File: src/rtl/geofence_sorter.sv
// Buffers one geofence frame (target + NREC receivers), sorts receivers r1..r(NREC-1)
// counter-clockwise around pivot r0 with a fixed-length bubble sort, then streams the frame.
module geofence_sorter #(
  parameter int CW   = 10,
  parameter int RW   = 11,
  parameter int NREC = 6
) (
  input  logic          clk,
  input  logic          reset,
  input  logic          in_valid,
  output logic          in_ready,
  input  logic [CW-1:0] X,
  input  logic [CW-1:0] Y,
  input  logic [RW-1:0] R,
  output logic          out_valid,
  input  logic          out_ready,
  output logic [CW-1:0] out_x,
  output logic [CW-1:0] out_y,
  output logic [RW-1:0] out_r,
  output logic [2:0]    out_idx,
  output logic          out_last
);

  localparam int AW   = 3;
  localparam int SCYC = (NREC - 2) * (NREC - 2);
  localparam int CNTW = $clog2(SCYC + 1);
  localparam int PW   = 2 * CW + 3;

  typedef enum logic [1:0] {LOAD, SORT, SEND} state_t;

  state_t          r_state;
  logic [CW-1:0]   r_x [0:NREC];
  logic [CW-1:0]   r_y [0:NREC];
  logic [RW-1:0]   r_r [0:NREC];
  logic [AW-1:0]   r_wcnt;
  logic [AW-1:0]   r_pair;
  logic [CNTW-1:0] r_cnt;
  logic            r_in_ready;
  logic            r_out_valid;
  logic [CW-1:0]   r_out_x;
  logic [CW-1:0]   r_out_y;
  logic [RW-1:0]   r_out_r;
  logic [AW-1:0]   r_out_idx;
  logic            r_out_last;

  // Buffer slot 0 is the target, slot 1 the pivot r0; r_pair walks receiver pairs (k,k+1).
  logic [AW-1:0]        w_ia;
  logic [AW-1:0]        w_ib;
  logic [AW-1:0]        w_nidx;
  logic signed [CW:0]   w_dxa;
  logic signed [CW:0]   w_dya;
  logic signed [CW:0]   w_dxb;
  logic signed [CW:0]   w_dyb;
  logic signed [PW-1:0] w_cross;
  logic                 w_swap;

  assign w_ia   = r_pair + AW'(1);
  assign w_ib   = r_pair + AW'(2);
  assign w_nidx = r_out_idx + AW'(1);

  assign w_dxa = $signed({1'b0, r_x[w_ia]}) - $signed({1'b0, r_x[1]});
  assign w_dya = $signed({1'b0, r_y[w_ia]}) - $signed({1'b0, r_y[1]});
  assign w_dxb = $signed({1'b0, r_x[w_ib]}) - $signed({1'b0, r_x[1]});
  assign w_dyb = $signed({1'b0, r_y[w_ib]}) - $signed({1'b0, r_y[1]});

  assign w_cross = (PW'(w_dxa) * PW'(w_dyb)) - (PW'(w_dxb) * PW'(w_dya));
  assign w_swap  = w_cross[PW-1];

  always_ff @(posedge clk or negedge reset) begin
    if (!reset) begin
      r_state     <= LOAD;
      r_wcnt      <= '0;
      r_pair      <= AW'(1);
      r_cnt       <= '0;
      r_in_ready  <= 1'b0;
      r_out_valid <= 1'b0;
      r_out_x     <= '0;
      r_out_y     <= '0;
      r_out_r     <= '0;
      r_out_idx   <= '0;
      r_out_last  <= 1'b0;
      for (int i = 0; i <= NREC; i++) begin
        r_x[i] <= '0;
        r_y[i] <= '0;
        r_r[i] <= '0;
      end
    end else begin
      case (r_state)
        LOAD: begin
          if (!r_in_ready) begin
            r_in_ready <= 1'b1;
          end else if (in_valid) begin
            r_x[r_wcnt] <= X;
            r_y[r_wcnt] <= Y;
            r_r[r_wcnt] <= (r_wcnt == '0) ? '0 : R;
            if (r_wcnt == AW'(NREC)) begin
              r_wcnt     <= '0;
              r_in_ready <= 1'b0;
              r_cnt      <= '0;
              r_pair     <= AW'(1);
              r_state    <= SORT;
            end else begin
              r_wcnt <= r_wcnt + AW'(1);
            end
          end
        end
        SORT: begin
          if (r_cnt == CNTW'(SCYC)) begin
            r_out_x     <= r_x[0];
            r_out_y     <= r_y[0];
            r_out_r     <= r_r[0];
            r_out_idx   <= '0;
            r_out_last  <= 1'b0;
            r_out_valid <= 1'b1;
            r_state     <= SEND;
          end else begin
            r_cnt  <= r_cnt + CNTW'(1);
            r_pair <= (r_pair == AW'(NREC - 2)) ? AW'(1) : r_pair + AW'(1);
            if (w_swap) begin
              r_x[w_ia] <= r_x[w_ib];
              r_y[w_ia] <= r_y[w_ib];
              r_r[w_ia] <= r_r[w_ib];
              r_x[w_ib] <= r_x[w_ia];
              r_y[w_ib] <= r_y[w_ia];
              r_r[w_ib] <= r_r[w_ia];
            end
          end
        end
        SEND: begin
          if (out_ready) begin
            if (r_out_idx == AW'(NREC)) begin
              r_out_valid <= 1'b0;
              r_out_x     <= '0;
              r_out_y     <= '0;
              r_out_r     <= '0;
              r_out_idx   <= '0;
              r_out_last  <= 1'b0;
              r_in_ready  <= 1'b1;
              r_state     <= LOAD;
            end else begin
              r_out_x    <= r_x[w_nidx];
              r_out_y    <= r_y[w_nidx];
              r_out_r    <= r_r[w_nidx];
              r_out_idx  <= w_nidx;
              r_out_last <= (w_nidx == AW'(NREC));
            end
          end
        end
        default: r_state <= LOAD;
      endcase
    end
  end

  assign in_ready  = r_in_ready;
  assign out_valid = r_out_valid;
  assign out_x     = r_out_x;
  assign out_y     = r_out_y;
  assign out_r     = r_out_r;
  assign out_idx   = r_out_idx;
  assign out_last  = r_out_last;

endmodule
File: config.mk
export PLATFORM = sky130hd
export DESIGN_NAME = geofence_sorter
export DESIGN_NICKNAME = d
export VERILOG_FILES = /design/src/rtl/geofence_sorter.sv
export SDC_FILE = /design/constraint.sdc
export NUM_CORES = 2
export LEC_CHECK = 0
export BUFFER_PORTS_ARGS = -buffer_cell sky130_fd_sc_hd__buf_2
export CAP_MARGIN = 10
export CORE_ASPECT_RATIO = 1.75
export CORE_UTILIZATION = 50
export CTS_CLUSTER_SIZE = 24
export DETAILED_ROUTE_END_ITERATION = 6
export PLACE_DENSITY = 0.72
export SYNTH_ARGS = -nofsm -noshare
export SYNTH_HDL_FRONTEND = slang
export SYNTH_SLANG_ARGS = --single-unit
export TNS_END_PERCENT = 100
File: constraint.sdc
create_clock -name clk -period 12.76 [get_ports clk]
set_input_delay 1.914 -clock clk [delete_from_list [all_inputs] [get_ports clk]]
set_output_delay 1.914 -clock clk [all_outputs]
set_load 0.005 [all_outputs]
==> metrics.md <==
| Metric | Value |
|---|---|
| Status | finished, final reports clean |
| Final Routed Wirelength | between 100 and 150 mm |
| Starting density of the core | around half |
| Die span in y | about 330 um |
| Tcrit/Tclk final | slightly below 100% |
| Dpl hpwl | around 84 mm |
| Post-synth ARST share | 100.0% |
| Worst min path class | register to register |
| Crit path max-delay cell type | dfstp_4 |
| Post-CTS Resized | 0 |
| First-pass GRT wire length | ~180 mm |
| Startpoint types | register |
| Buf/Inv on CP | 6 |
| Fin nets | between 3000 and 4000 |
| Initial antenna violation count | 8 |
| Crit path top cell by count | fa_1 |
| Vias in the first global route | 29410 |
| Drt wl/cell | between 20 and 30 um |
| Syn Area/Cell | between 9 and 10 um2 |
| Post-synth EDFFs | 0 |
| FF-to-FF path depth | 35 |
| Post-route ant nets | 0 |
| Core area | between 60000 and 70000 um2 |
| Hold Buf Count CTS | 0 |
| CTS tree | built |
| Clock period minus final worst setup slack | about 12000 ps |
| Max-cap violations | 0 |
| Grt peak-use layer | met2 |
| Fillers | ~5600 |
| Crit path required time | approximately 13000 ps |
| Crit path arrival time | 12830 ps |
| Worst-Margin Slew | about 1200 ps |
| Yosys top cell area share | ~22% |
| Clk buf depth | 3 |
| Share of cells above drive strength 1 | 16.08% |
| Area leader, netlist | dfrtp_1 |
| Grt met2 use | approximately 64% |
| Critical path class | register to register |
| Layout overhead on the synthesized area | 7.546% |
| Flops & latches, synth | approximately 270 |
| Max FO, Critical Path | 19 |
| Synth Instances | ~3400 |
| Critical path's largest stage delay | 810 ps |
| Mapped Area | between 30000 and 40000 um2 |
| Full die area | roughly 63000 um2 |
| Synth Warn # | 0 |
| WHS Path Cells | 2 |
| DR pass1 iterations | 7 |
| IO Count | 72 |
| Clk_lat worst skew | about 600 ps |
| Ys flop type | dfrtp_1 |
| Fmax achieved | slightly above 80 MHz |
| DR vias | 28750 |
| Worst-path clk slew | approximately 70 ps |
| GRT met3 Usage | 8.702% |
| Unrepaired setup endpoints after global routing | false |
| Synth area leaders | dfrtp_1 22%, fa_1 18%, mux2_2 6.8% |
| Crit path depth | 35 |
| H-tree lvl count | 1 |
| Cell row count | about 120 |
| Grt met1 use | between 40% and 50% |
| Synth unique cells | 70 |
| Setup TNS | 0 ps |
| Top cells by count, synth | 370 x inv_1, 316 x nor2_1, 297 x a21oi_1 |
| Total GRT Usage | about two fifths |
| Max-slew violation count | 0 |
| Top delay family on crit path | adder cells |
| Largest net degree at the start of global routing | about 110 |
| Top-count cell post-synth | inv_1 |
| Hold Vio Cnt, Final | 0 |
| First DRT Iteration DRCs | about 3600 |
| DRC Markers | 0 |
| GRT Residual Overflow | 0 |
| Setup repair bufs after CTS | 0 |
| CTS buffer count | 25 |
| GP Congestion | 1.035 |
| PortBufs | 71 |
| Setup violations, final | 0 |
| Relative slew slack | 17.92% |
| CP Capture Type | register |
| Post-Syn Nets | around 3800 |
| Die width | 189.5 um |
| CTS sink cnt | 267 |
| Post-synthesis sequential area ratio | a little over a fifth |
| Drt via density | 6.882 |
| Layout Skew | 22.68 ps |
| Root buf cell | clkbuf_16 |
## kinds of logic after synthesis
kind of cell	Yosys count	synth area share (%)
adder cells (fa/ha/maj)	408	23.41
AND/OR/NAND/NOR	812	11.55
multiplexers	374	16.07
flip-flops	267	21.73
XOR/XNOR	65	1.900
buffers and inverters	622	7.818
AO/OA/AOI/OAI	854	17.53
## layout make-up
class                      instances  area [um2]  area share, %
inverter                         378        1419          4.289
timing repair buffer             187        1260          3.809
clock buffer                      35       703.2          2.126
antenna                            3       7.507        0.02269
sequential                       267        6689          20.22
clock inverter                     9       126.4         0.3820
multi-input combinational       2513       21890          66.18
tap                              786       983.4          2.973
## metal layers
| layer | vias up | wire (um) |
|---|---|---|
| li1 | 11770 | - |
| met1 | 14020 | 36160 |
| met2 | 2069 | 56580 |
| met3 | 883 | 12010 |
| met4 | 12 | 14760 |
| met5 | - | 83 |
## metrics by stage
step | worst slack, ps | hold slack, ps | instances | area (um2) | util, %
global placement | 628.3 | 457.5 | 4131 | 32200 | 53.27
global route | 33.41 | 518.3 | 4176 | 33080 | 54.72
finish | 408.6 | 473.5 | 4178 | 33080 | 54.72
floorplan | 920.7 | 472.6 | 3402 | 30760 | -
detailed placement | 427.9 | 465.2 | 4131 | 32200 | 53.27
CTS | 299.2 | 480.6 | 4175 | 33030 | 54.64
## placed cells by master, fill, tap and decap left out, types with 7 or more instances in the layout
cell type and instances:
a21o_1 16, a21oi_1 295, a221oi_1 73, a22o_1 11, a22oi_1 98, a31oi_1 38
a32oi_1 10, and2_1 43, and3_1 13, buf_2 70, buf_4 112, clkbuf_16 25
clkinv_1 7, dfrtp_1 264, fa_1 279, ha_1 126, inv_1 369, mux2_1 23
mux2_2 186, mux2i_1 90, mux4_2 75, nand2_1 259, nand2b_1 17, nand3_1 83
nor2_1 311, nor2b_1 21, nor3_1 10, o211ai_1 19, o21ai_0 131, o21ai_1 14
o22a_1 7, o22ai_1 73, o2bb2ai_1 11, or2_2 9, xnor2_1 35, xor2_1 25
## worst paths after layout
path	startpoint	endpoint	slack [ps]
worst min register to register	out_y[9]$_DFFE_PN0P_	out_y[9]$_DFFE_PN0P_	470
worst max register to register	r_pair[0]$_DFFE_PN1P_	r_r[18]$_DFFE_PN0P_	410
min in group asynchronous	reset	r_r[35]$_DFFE_PN0P_	1330
worst max-delay path	r_pair[0]$_DFFE_PN1P_	r_r[18]$_DFFE_PN0P_	410
max in group asynchronous	reset	r_r[39]$_DFFE_PN0P_	9120
worst min-delay path	out_y[9]$_DFFE_PN0P_	out_y[9]$_DFFE_PN0P_	470
## state kept, by name, indices dropped and copies added, names as in the netlist, 3 cells and up
register / flops
out_r: 11
r_wcnt: 3
r_r: 77
r_cnt: 5
r_pair: 3
out_idx: 3
r_x: 70
out_y: 10
r_y: 70
out_x: 10
## worst min-delay path: cells and delay by family (launching register included)
kind,cells,cell delay [ps]
AO/OA/AOI/OAI,1,60
AND/OR/NAND/NOR,1,50
flip-flops,1,340
Power is not shown: default switching activity piles up to over one toggle a cycle in this logic, so the estimate is an artifact.
